==> src/rtl/router_pkt_loader.sv <==
// router_pkt_loader: input-side writer of the 1x3 router.
// Decodes the packet header, steers header and payload bytes into one of
// three output FIFOs, checks the trailing parity byte and keeps saturating
// debug counters. The write path (wr_en, dout, lfd_state) and busy are
// combinational so the FIFO captures the byte on the same edge it is accepted.
// i_rst is active low and asynchronous.

module router_pkt_loader #(
   parameter int CNT_W = 8
) (
   input  logic             i_clk,
   input  logic             i_rst,
   input  logic             i_pkt_valid,
   input  logic [7:0]       i_din,
   input  logic [2:0]       i_fifo_full,
   output logic             o_busy,
   output logic [2:0]       o_wr_en,
   output logic             o_lfd_state,
   output logic [7:0]       o_dout,
   output logic             o_err,
   output logic             o_pkt_done,
   output logic [CNT_W-1:0] o_pkt_cnt,
   output logic [CNT_W-1:0] o_err_cnt
);

   typedef enum logic [1:0] {
      ST_IDLE   = 2'd0,
      ST_LOAD   = 2'd1,
      ST_PARITY = 2'd2,
      ST_DROP   = 2'd3
   } state_t;

   // Running parity: XOR fold of one more byte into the accumulator.
   function automatic logic [7:0] f_par_fold(input logic [7:0] acc, input logic [7:0] b);
      return acc ^ b;
   endfunction

   // Saturating increment: counters stick at all-ones instead of wrapping.
   function automatic logic [CNT_W-1:0] f_sat_inc(input logic [CNT_W-1:0] c);
      if (&c) begin
         return c;
      end else begin
         return c + CNT_W'(1);
      end
   endfunction

   state_t           r_state;
   state_t           w_state_nxt;
   logic [5:0]       r_rem;
   logic [5:0]       w_rem_nxt;
   logic [1:0]       r_addr;
   logic [1:0]       w_addr_nxt;
   logic [7:0]       r_par;
   logic [7:0]       w_par_nxt;
   logic             r_err;
   logic             r_done;
   logic             w_err_nxt;
   logic             w_done_nxt;
   logic             w_good;
   logic [CNT_W-1:0] r_pkt_cnt;
   logic [CNT_W-1:0] r_err_cnt;

   logic [1:0]       w_tgt;
   logic             w_tgt_full;
   logic             w_busy;
   logic             w_accept;
   logic [2:0]       w_wr_en;
   logic             w_lfd;
   logic             w_hdr_bad;

   // Target FIFO: the header's address while idle, the latched one afterwards.
   always_comb begin
      w_tgt = r_addr;
      if (r_state == ST_IDLE) begin
         w_tgt = i_din[1:0];
      end else begin
         w_tgt = r_addr;
      end
   end

   // Full flag of the target FIFO only; address 3 has no FIFO behind it.
   always_comb begin
      w_tgt_full = 1'b0;
      case (w_tgt)
         2'd0:    w_tgt_full = i_fifo_full[0];
         2'd1:    w_tgt_full = i_fifo_full[1];
         2'd2:    w_tgt_full = i_fifo_full[2];
         default: w_tgt_full = 1'b0;
      endcase
   end

   assign w_hdr_bad = (i_din[1:0] == 2'd3);

   // Backpressure: only while a write to a full FIFO is pending; never during reset.
   always_comb begin
      w_busy = 1'b0;
      if (!i_rst) begin
         w_busy = 1'b0;
      end else begin
         case (r_state)
            ST_IDLE: w_busy = w_hdr_bad ? 1'b0 : w_tgt_full;
            ST_LOAD: w_busy = w_tgt_full;
            default: w_busy = 1'b0;
         endcase
      end
   end

   assign w_accept = i_rst & i_pkt_valid & ~w_busy;

   // Write path: header (valid address) and payload bytes go to the target FIFO.
   always_comb begin
      w_wr_en = 3'b000;
      w_lfd   = 1'b0;
      if (w_accept) begin
         case (r_state)
            ST_IDLE: begin
               w_lfd = 1'b1;
               case (w_tgt)
                  2'd0:    w_wr_en = 3'b001;
                  2'd1:    w_wr_en = 3'b010;
                  2'd2:    w_wr_en = 3'b100;
                  default: w_wr_en = 3'b000;
               endcase
            end
            ST_LOAD: begin
               case (w_tgt)
                  2'd0:    w_wr_en = 3'b001;
                  2'd1:    w_wr_en = 3'b010;
                  2'd2:    w_wr_en = 3'b100;
                  default: w_wr_en = 3'b000;
               endcase
            end
            default: w_wr_en = 3'b000;
         endcase
      end else begin
         w_wr_en = 3'b000;
         w_lfd   = 1'b0;
      end
   end

   // Packet FSM: next state, remaining-byte count, address and parity updates.
   always_comb begin
      w_state_nxt = r_state;
      w_rem_nxt   = r_rem;
      w_addr_nxt  = r_addr;
      w_par_nxt   = r_par;
      w_err_nxt   = 1'b0;
      w_done_nxt  = 1'b0;
      w_good      = 1'b0;
      case (r_state)
         ST_IDLE: begin
            if (w_accept) begin
               w_addr_nxt = i_din[1:0];
               w_rem_nxt  = i_din[7:2];
               w_par_nxt  = i_din;
               if (w_hdr_bad) begin
                  w_state_nxt = ST_DROP;
               end else if (i_din[7:2] != 6'd0) begin
                  w_state_nxt = ST_LOAD;
               end else begin
                  w_state_nxt = ST_PARITY;
               end
            end else begin
               w_state_nxt = ST_IDLE;
            end
         end
         ST_LOAD: begin
            if (w_accept) begin
               w_par_nxt = f_par_fold(r_par, i_din);
               w_rem_nxt = r_rem - 6'd1;
               if (r_rem == 6'd1) begin
                  w_state_nxt = ST_PARITY;
               end else begin
                  w_state_nxt = ST_LOAD;
               end
            end else begin
               w_state_nxt = ST_LOAD;
            end
         end
         ST_PARITY: begin
            if (w_accept) begin
               w_done_nxt  = 1'b1;
               w_state_nxt = ST_IDLE;
               if (i_din != r_par) begin
                  w_err_nxt = 1'b1;
               end else begin
                  w_good = 1'b1;
               end
            end else begin
               w_state_nxt = ST_PARITY;
            end
         end
         ST_DROP: begin
            // rem counts the payload still to discard; rem==0 means parity byte.
            if (w_accept) begin
               if (r_rem == 6'd0) begin
                  w_err_nxt   = 1'b1;
                  w_done_nxt  = 1'b1;
                  w_state_nxt = ST_IDLE;
               end else begin
                  w_rem_nxt   = r_rem - 6'd1;
                  w_state_nxt = ST_DROP;
               end
            end else begin
               w_state_nxt = ST_DROP;
            end
         end
         default: begin
            w_state_nxt = ST_IDLE;
         end
      endcase
   end

   // FSM and packet-context registers.
   always_ff @(posedge i_clk or negedge i_rst) begin
      if (!i_rst) begin
         r_state <= ST_IDLE;
         r_rem   <= 6'd0;
         r_addr  <= 2'd0;
         r_par   <= 8'd0;
      end else begin
         r_state <= w_state_nxt;
         r_rem   <= w_rem_nxt;
         r_addr  <= w_addr_nxt;
         r_par   <= w_par_nxt;
      end
   end

   // End-of-packet pulses, asserted the cycle after the parity byte.
   always_ff @(posedge i_clk or negedge i_rst) begin
      if (!i_rst) begin
         r_err  <= 1'b0;
         r_done <= 1'b0;
      end else begin
         r_err  <= w_err_nxt;
         r_done <= w_done_nxt;
      end
   end

   // Saturating statistics: good packets and flagged packets.
   always_ff @(posedge i_clk or negedge i_rst) begin
      if (!i_rst) begin
         r_pkt_cnt <= '0;
         r_err_cnt <= '0;
      end else begin
         if (w_good) begin
            r_pkt_cnt <= f_sat_inc(r_pkt_cnt);
         end else begin
            r_pkt_cnt <= r_pkt_cnt;
         end
         if (w_err_nxt) begin
            r_err_cnt <= f_sat_inc(r_err_cnt);
         end else begin
            r_err_cnt <= r_err_cnt;
         end
      end
   end

   assign o_busy      = w_busy;
   assign o_wr_en     = w_wr_en;
   assign o_lfd_state = w_lfd;
   assign o_dout      = i_din;
   assign o_err       = r_err;
   assign o_pkt_done  = r_done;
   assign o_pkt_cnt   = r_pkt_cnt;
   assign o_err_cnt   = r_err_cnt;

endmodule

==> config.mk <==
export PLATFORM = sky130hd
export DESIGN_NAME = router_pkt_loader
export DESIGN_NICKNAME = d
export VERILOG_FILES = /design/src/rtl/router_pkt_loader.sv
export SDC_FILE = /design/constraint.sdc
export NUM_CORES = 1
export LEC_CHECK = 0
export ABC_AREA = 1
export ABC_CLOCK_PERIOD_IN_PS = 5000
export BUFFER_PORTS_ARGS = -buffer_cell sky130_fd_sc_hd__buf_2
export CORE_UTILIZATION = 25
export DETAILED_ROUTE_END_ITERATION = 7
export PLACE_DENSITY = 0.4
export SETUP_SLACK_MARGIN = 0.3
export SYNTH_ARGS = -nofsm -noshare
export SYNTH_HDL_FRONTEND = slang
export SYNTH_SLANG_ARGS = --single-unit
==> constraint.sdc <==
create_clock -name i_clk -period 5 [get_ports i_clk]
set_input_delay 0.25 -clock i_clk [delete_from_list [all_inputs] [get_ports i_clk]]
set_output_delay 0.25 -clock i_clk [all_outputs]
set_load 0.02 [all_outputs]
==> flow_summary.ini, run 1 <==
[yosys]
synth_fp_nets = 328
yosys.area_share.simple = 0.322
synth_common_cells = 99 x nand2_1, 36 x dfrtp_1, 29 x inv_1
ys_seq_elements = 36
synth_area_mm2 = 0.00236
synthMuxAreaShare = 0
ys.flop_type = dfrtp_1
syn_inst = 310
synthXorXnorAreaFrac = 0.0742
synth_cell_types = 29
yosysTopAreaCell = dfrtp_1
synth-edff-count = 0
netlist_top_cells_area = dfrtp_1 38%, nand2_1 16%, inv_1 4.6%, nand3_1 4.2%, xnor2_1 3.7%
synth_top_family_by_area = simple AND/OR/NAND/NOR gates
syn_area_per_cell_um2 = 7.61
ys_seq_area_frac = 0.382
yosys.area_share.adder = 0.0212
synthMostInstantiatedCell = nand2_1
synth_compound_area_frac = 0.0949
ys_warn_count = 0
ys_async_sr_fraction = 1.00
yosys.area.top_type_share = 0.382

[global_route]
met3_usage = 0.0281
antenna_found_initial = 0
grt.busiest_layer = met1
grt_usage = 0.125
first_global_vias = 1896
grt_pass1_wl_um = 9710
grt_max_degree = 39
grt_overflow = 0
met2_usage = 0.183
gr-usage-met1 = 0.183

[worst_setup_path]
crit_path_top_delay_cell = dfrtp_1
slowest_delay_ns = 0.83
reg2reg_from = r_state[0]
crit_path_start_kind = flop
worstPathRequired_ns = 4.75
critPathArrivalTime_ns = 2.50
critPathKind = flop to output port
cp-end-kind = output port
critPathLaunch = r_state[0]
path_max_fanout = 19
path_cells = nor2_8 > o21ai_2 > a21oi_1 > nand2_4 > nand2_4 > nor2_8 > inv_2 > nor3_2 > buf_2

[cts]
cts_root_buffer = clkbuf_8
cts_sinks = 36
clk_latency_ns = 0.30
cts_hold_buf = 0
path_clk_slew_ns = 0.07
cts_max_level = 2
cts.path.max_buffers = 2
post-cts-setup-buffer-count = 0
cts_tree = built
cts_resized = 0
numCtsBuffers = 5

[pwr]
clockPowerShare = 0.189
intPower_mw = 0.658
p_switching_mw = 0.533
irDropWorstVdd_mv = 0.125
pwr-share-comb = 0.416
switching_share = 0.447
p_leak_nw = 1.46
p_per_area_mw_per_mm2 = 442
power_frac_seq = 0.395

[timing]
fin_crit_sh = 0.550
relSlewSlack = 0.507
skew_ns = 0.00296
slew_viol_final = 0
tightest_slew_ns = 0.739
fin_tns_setup_ns = 0
finalSetupViolations = 0
final.min_clock_period_ns = 2.75
fmax_mhz = 363
hold_violations = 0
rsz0062_at_grt = no

[die]
start_util = 0.257
dieArea_mm2 = 0.00983
die_h_um = 99.2
rows = 35
core_mm2 = 0.00920
pin_count = 45
fp.dieW_um = 99.2

[min_path]
hold_class = primary input to async pin

[place]
place_congestion = 0.794
place_hpwl_um = 4100
port_buffers = 44

[layout]
synthToLayoutAreaGrowth_pct = 14.3
antenna_cells = 0
drive_above_1_share = 0.213
layout.nets = 365
fillers = 1031
final_util = 0.293

[drt]
post_drt_wl_per_cell_um = 12.4
viasPerCell = 4.45
drtPass1Iterations = 4
vias = 2041
drt-initial-drc-count = 92
routed_wl_um = 5710
antenna_left = 0
drc = 0

[job]
maxCapViolCount = 0

[status]
outcome = finished clean
-- power by group through the flow --
stage                     registers [mW]  clock network (mW)  logic, mW
after floorplan                    0.438                   0      0.435
after global placement             0.473                   0      0.502
after detailed placement           0.473                   0      0.500
after CTS                          0.468               0.234      0.502
after global routing               0.485               0.247      0.575
final                              0.470               0.225      0.496
-- placed cells by master (no fill, tap or decap) --
master	synthesis	final
nand2_1	99	99
buf_2	1	44
dfrtp_1	36	36
inv_1	29	29
nand3_1	20	20
nor2_1	18	18
o21ai_0	16	16
o21ai_1	12	12
xnor2_1	10	10
xor2_1	10	10
nand4_1	8	8
o211ai_1	6	6
clkbuf_8	0	6
inv_2	5	5
nand2_4	4	4
ha_1	4	4
nor3_2	3	3
nor3_1	3	3
nor2_8	2	2
nand2_2	2	2
a21oi_1	2	2
clkinv_2	0	2
o21ai_2	1	1
nand3_2	1	1
nor2_2	1	1
o31ai_1	1	1
nand4_2	1	1
a22oi_2	1	1
buf_4	9	1
-- flip-flops by register name, summed over array words and instances (netlist names) --
name	count
o_pkt_cnt	8
o_err	1
o_pkt_done	1
r_state	2
r_addr	2
r_rem	6
r_par	8
o_err_cnt	8
-- through the flow --
step           instances  area, um2  total power [mW]  hold WS (ns)  setup WS [ns]
2_1_floorplan        310       2360             0.872       -0.0456           3.04
3_3_place_gp         451       2610             0.975         0.357           2.62
3_5_place_dp         451       2610             0.974         0.359           2.58
4_1_cts              459       2700              1.20        0.0394           2.24
5_1_grt              459       2700              1.31        0.0469           2.04
6_report             459       2700              1.19        0.0111           2.25
-- worst paths after layout --
kind	slack (ns)	cells after the start	endpoint
max	2.25	9	o_wr_en[2]
min	0.01	2	o_pkt_cnt[4]
max reg2reg	2.68	8	o_pkt_cnt[6]
min reg2reg	0.50	2	r_par[7]
max in group asynchronous	4.64	2	r_par[4]
min in group i_clk	0.28	3	r_rem[0]
-- per-layer routing --
metal / vias to the layer above / part of all wire
met4: 0 / 0.013
met2: 40 / 0.43
met5: - / 0
li1: 1064 / -
met3: 6 / 0.040
met1: 931 / 0.52
-- critical path, delay by kind of cell (launching register included) --
kind / cells / cell delay, ns
AO/OA/AOI/OAI: 2 / 0.38
buffers and inverters: 2 / 0.34
flip-flops: 1 / 0.83
AND/OR/NAND/NOR: 5 / 0.65
-- layout make-up --
cell class,count,area [um2],share of cell area
tap,111,139,0.0515
multi-input combinational,225,1210,0.449
timing repair buffer,45,228,0.0844
inverter,34,128,0.0473
clock inverter,2,10.0,0.00371
sequential,36,901,0.334
clock buffer,6,82.6,0.0306
-- kinds of logic after synthesis --
kind of cell / Yosys count
XOR/XNOR: 20
AO/OA/AOI/OAI: 39
flip-flops: 36
buffers and inverters: 49
AND/OR/NAND/NOR: 162
adder cells (fa/ha/maj): 4
(Power assumes the default switching activity.)
==> run 2: changes to the inputs <==
--- a/config.mk
+++ b/config.mk
@@ -6,11 +6,11 @@
 export NUM_CORES = 1
 export LEC_CHECK = 0
 export ABC_AREA = 1
-export ABC_CLOCK_PERIOD_IN_PS = 5000
+export ABC_CLOCK_PERIOD_IN_PS = 2500
 export BUFFER_PORTS_ARGS = -buffer_cell sky130_fd_sc_hd__buf_2
 export CORE_UTILIZATION = 25
 export DETAILED_ROUTE_END_ITERATION = 7
-export PLACE_DENSITY = 0.4
+export PLACE_DENSITY = 0.42
 export SETUP_SLACK_MARGIN = 0.3
 export SYNTH_ARGS = -nofsm -noshare
 export SYNTH_HDL_FRONTEND = slang
==> constraint.sdc (replaced) <==
create_clock -name i_clk -period 2.5 [get_ports i_clk]
set_input_delay 0.125 -clock i_clk [delete_from_list [all_inputs] [get_ports i_clk]]
set_output_delay 0.125 -clock i_clk [all_outputs]
set_load 0.02 [all_outputs]
==> run 2 against run 1 <==
- non-clock buffer count up 19
- critical path type unchanged
- global-route usage is 0.073 points higher
- largest power group unchanged
- clock-buffer cell count increased by 2
- register-to-register slack lost 2.1 ns
- clock skew grew 0.0066 ns
==> flow_summary.ini, run 2 (synthesized netlist as in run 1, its figures left out) <==
[worst_setup_path]
path_max_fanout = 5
cp_num_buf_inv = 3
crit_path_top_delay_cell = dfrtp_2
rr_worst_depth = 13
slowest_delay_ns = 0.49
crit_path_start_kind = flop
rrSetupSlack_ns = 0.55
critPathArrivalTime_ns = 2.04
path_cells = inv_2 > nand2_2 > nand2_2 > nand2_4 > nand3_2 > nand3_2 > nand2_4 > nand2_8 > nor2_8 > clkinv_8 > nor3_4 > buf_6
cp-end-kind = output port
path_delay_family = simple AND/OR/NAND/NOR gates
reg2reg_from = r_state[1]
worstPathRequired_ns = 2.38
r2r-end = o_pkt_cnt[6]
critPathKind = flop to output port

[layout]
synthToLayoutAreaGrowth_pct = 25.8
final_common_cell = nand2_1
antenna_cells = 0
drive_above_1_share = 0.281
mostFrequentLayoutCells = 94 x nand2_1, 41 x buf_2, 34 x dfrtp_1
layout.nets = 384
final_cells = 478

[drt]
drc = 0
vias = 2103
drtPass1Iterations = 5
antenna_left = 0
drt-initial-drc-count = 104
viasPerCell = 4.40
routed_wl_um = 5870
post_drt_wl_per_cell_um = 12.3

[die]
rows = 35
start_util = 0.257
pin_count = 45
die_h_um = 99.2
dieArea_mm2 = 0.00983
core_mm2 = 0.00920
fp.dieW_um = 99.2

[status]
outcome = finished clean

[place]
place_inst = 454
place_congestion = 0.745
port_buffers = 44
place_hpwl_um = 4250

[timing]
fin_crit_sh = 0.867
skew_ns = 0.00953
fin_tns_setup_ns = 0
slew_viol_final = 0
fmax_mhz = 461
rsz0062_at_grt = yes
final.min_clock_period_ns = 2.17
hold_violations = 0
finalSetupViolations = 0
relSlewSlack = 0.719
tightest_slew_ns = 0.420

[cts]
cts_max_level = 2
cts_sinks = 36
cts_root_buffer = clkbuf_8
path_clk_slew_ns = 0.08
cts_tree = built
numCtsBuffers = 5
clk_latency_ns = 0.29
cts.path.max_buffers = 2

[pwr]
p_per_area_mw_per_mm2 = 900
p_total_mw = 2.67
irDropWorstVdd_mv = 0.280
p_leak_nw = 1.57

[global_route]
grt_usage = 0.125
antenna_found_initial = 0
first_global_vias = 1995
grt_overflow = 0
grt_pass1_wl_um = 9740
grt_max_degree = 19

[min_path]
hold_end = r_rem[0]
hold_depth = 3
hold_class = primary input to flop
hp-start = i_din[2]

[job]
maxCapViolCount = 0
[run 2: cell count changes in the layout (fill, tap and decap cells not counted), moves of 3 or more]
cell | before | now
buf_4 | 1 | 20
nand2_1 | 99 | 94
buf_2 | 44 | 41
nand2_4 | 4 | 7
nand3_1 | 20 | 17
nand3_2 | 1 | 4
nor3_2 | 3 | 0
nor3_4 | 0 | 3
[run 2: timing repair]
| item | 4_1_cts | 5_1_grt |
|---|---|---|
| hold buffers | 1 | 0 |
| hold endpoints to repair | 5 | 0 |
| resized for setup | 3 | 29 |
| setup endpoints to repair | 4 | 8 |
| pin swaps | 1 | 7 |
| buffers inserted | 5 | 10 |
[run 2: where the power goes]
part	leakage [nW]	switching (mW)	internal (mW)	total, mW
Sequential	0.438	0.159	0.743	0.902
Combinational	1.09	0.813	0.522	1.33
Clock	0.0455	0.209	0.225	0.434
[run 2: area by class of cell]
class | instances | area [um2]
Fill cell | 1000 | 6230
Multi-Input combinational cell | 225 | 1310
Sequential cell | 36 | 903
Timing Repair Buffer | 64 | 388
Inverter | 34 | 140
Tap cell | 111 | 139
Clock buffer | 8 | 90.1
[run 2: through the flow]
stage	worst slack [ns]	utilization	area, um2	hold slack [ns]
after floorplan	0.664	-	2360	-0.171
after global placement	0.453	0.286	2630	-0.000333
after detailed placement	0.432	0.286	2630	0.00379
after CTS	0.327	0.301	2770	0.152
after global routing	0.241	0.323	2970	0.183
final	0.332	0.323	2970	0.163
[run 2: worst register-to-register path, stage by stage, from the launching register on]
cell and delay [ns]:
dfrtp_2 0.48, nor2_8 0.18, nand2_1 0.10, o21ai_4 0.13
nand3_2 0.10, nand3_2 0.09, nand2_4 0.08, buf_4 0.15
buf_4 0.13, nand4_2 0.06, nor2_1 0.04, buf_4 0.18
nand2_1 0.06, o21ai_1 0.05
[run 2: routing by layer]
metal	vias to the layer above	global-route usage	part of all wire
met3	4	0.0239	0.033
met1	972	0.173	0.49
met4	0	0.0430	0.014
met5	-	0	0
li1	1098	-	-
met2	29	0.197	0.47
[run 2: worst max-delay path by stage]
stage	startpoint	end	slack [ns]	cells past startpoint
6_report	r_state[0]	o_wr_en[0]	0.33	12
5_1_grt	r_state[0]	o_wr_en[0]	0.24	12
4_1_cts	r_state[0]	o_wr_en[1]	0.33	12
3_5_place_dp	r_state[1]	o_wr_en[1]	0.43	12
3_3_place_gp	r_rem[0]	r_rem[2]	0.45	11
2_1_floorplan	r_state[0]	o_wr_en[0]	0.66	11
==> run 3: changes to the inputs <==
--- a/config.mk
+++ b/config.mk
@@ -8,9 +8,10 @@
 export ABC_AREA = 1
 export ABC_CLOCK_PERIOD_IN_PS = 2500
 export BUFFER_PORTS_ARGS = -buffer_cell sky130_fd_sc_hd__buf_2
-export CORE_UTILIZATION = 25
+export CORE_MARGIN = 10
+export CORE_UTILIZATION = 50
 export DETAILED_ROUTE_END_ITERATION = 7
-export PLACE_DENSITY = 0.42
+export PLACE_DENSITY = 0.74
 export SETUP_SLACK_MARGIN = 0.3
 export SYNTH_ARGS = -nofsm -noshare
 export SYNTH_HDL_FRONTEND = slang
==> run 3 against run 2 <==
- die area decreased by 20%
- sequential share of layout area increased by 0.93 points
- maximum frequency decreased by 0.56%
- cell count decreased by 12%
- first-iteration DRC count increased by 63%
- via count increased by 4.3%
- register-to-register slack got worse by 0.08 ns
- combinational power about the same
- clock power increased by 3%
- largest cell class unchanged
- worst setup slack got worse by 0.012 ns
- clock-buffer cell count unchanged
==> flow_summary.ini, run 3 (synthesized netlist as in run 1, its figures left out) <==
[pwr]
switching_share = 0.445
p_per_area_mw_per_mm2 = 933
irDropWorstVdd_mv = 0.649
power_frac_seq = 0.333
p_leak_nw = 1.58
pwr-share-comb = 0.501
p_switching_mw = 1.20
clockPowerShare = 0.166
intPower_mw = 1.49

[cts]
numCtsBuffers = 5
cts_sinks = 36
cts_root_buffer = clkbuf_8
cts_tree = built
clk_latency_ns = 0.30
cts_max_level = 2
cts.path.max_buffers = 2
path_clk_slew_ns = 0.08

[layout]
drive_above_1_share = 0.279
layout.nets = 386
antenna_cells = 0
final_util = 0.644
final_common_cell = nand2_1
seq_area_um2 = 903
fillers = 350
synthToLayoutAreaGrowth_pct = 22.1
mostFrequentLayoutCells = 94 x nand2_1, 40 x buf_2, 34 x dfrtp_1
multi_input_area_mm2 = 0.00128

[worst_setup_path]
reg2reg_from = r_state[1]
slowest_delay_ns = 0.47
path_cells = inv_2 > nand2_2 > nand2_1 > nand2_2 > nand3_2 > nand3_2 > nand2_4 > nand2_8 > nor2_8 > inv_8 > nor3_4 > buf_6
cp-end-kind = output port
rr_worst_depth = 13
crit_path_start_kind = flop
critPathArrivalTime_ns = 2.06
r2r-end = o_err_cnt[0]
worstPathRequired_ns = 2.38
rrSetupSlack_ns = 0.47
path_max_fanout = 8
crit_path_top_delay_cell = dfrtp_2
critPathKind = flop to output port

[timing]
fmax_mhz = 459
skew_ns = 0.0110
tightest_slew_ns = 0.436
slew_viol_final = 0
fin_crit_sh = 0.872
finalSetupViolations = 0
relSlewSlack = 0.708
rsz0062_at_grt = yes
final.min_clock_period_ns = 2.18
hold_violations = 0
fin_tns_setup_ns = 0

[drt]
post_drt_wl_per_cell_um = 14.5
viasPerCell = 5.21
drtPass1Iterations = 4
antenna_left = 0
drc = 0
routed_wl_um = 6110
drt-initial-drc-count = 169
vias = 2194

[die]
rows = 24
dieArea_mm2 = 0.00787
start_util = 0.527
core_mm2 = 0.00447
die_h_um = 88.7
fp.dieW_um = 88.7
pin_count = 45

[global_route]
antenna_found_initial = 0
grt_overflow = 0
gr-usage-met1 = 0.191
met2_usage = 0.245
grt_usage = 0.152
grt_max_degree = 17
met3_usage = 0.0404
grt_pass1_wl_um = 9510
first_global_vias = 2025
grt.busiest_layer = met2

[place]
port_buffers = 44
place_hpwl_um = 4170
place_congestion = 0.862

[min_path]
hold_end = r_rem[4]
hold_class = primary input to flop
hp-start = i_din[6]
hold_depth = 3

[job]
maxCapViolCount = 0

[status]
outcome = finished clean
run 3: metrics by stage:
stage          setup WS, ns  hold WS, ns  power (mW)  area [um2]  cells
6_report              0.319        0.158        2.69        2880    421
5_1_grt               0.231        0.176        2.87        2880    421
4_1_cts               0.308        0.158        2.43        2680    406
3_5_place_dp          0.428       0.0538        1.95        2550    395
3_3_place_gp          0.480       0.0444        1.92        2550    395
2_1_floorplan         0.664       -0.171        1.74        2360    310
run 3: worst max-delay path, delay by kind of cell, from the launching register on:
family	cells	cell delay (ns)
and+or+nand+nor	9	0.98
DFF	1	0.47
buffers and inverters	3	0.30
run 3: how the worst max path moves through the flow:
stage / start / to / slack, ns
after floorplan: r_state[0] / o_wr_en[0] / 0.66
after global placement: r_state[1] / o_wr_en[0] / 0.48
after detailed placement: r_state[1] / o_wr_en[0] / 0.43
after CTS: r_state[0] / o_wr_en[0] / 0.31
after global routing: r_state[1] / o_wr_en[0] / 0.23
final: r_state[1] / o_wr_en[0] / 0.32
run 3: area by class of cell:
type,instances,area share
Tap cell,52,0.0226
Sequential cell,36,0.314
Inverter,34,0.0469
Clock buffer,8,0.0313
Multi-Input combinational cell,225,0.446
Timing Repair Buffer,66,0.139
run 3: routing by layer:
metal / vias to the layer above / wire (um) / share of wire
li1: 1106 / - / -
met1: 1027 / 2720 / 0.45
met2: 47 / 3000 / 0.49
met3: 14 / 263 / 0.043
met4: 0 / 121 / 0.020
met5: - / 0 / 0
run 3: power by group through the flow:
stage	Clock, mW	Sequential, mW	Combinational [mW]
after CTS	0.453	0.891	1.09
after global routing	0.475	0.913	1.48
after global placement	0	0.907	1.01
after floorplan	0	0.875	0.869
final	0.447	0.894	1.35
after detailed placement	0	0.913	1.03
run 3: repair_timing:
item | 4_1_cts | 5_1_grt
hold buffers | 1 | 0
pin swaps | 0 | 10
setup buffers | 2 | 15
hold endpoints to repair | 10 | 0
setup endpoints to repair | 4 | 6
resized for setup | 5 | 21
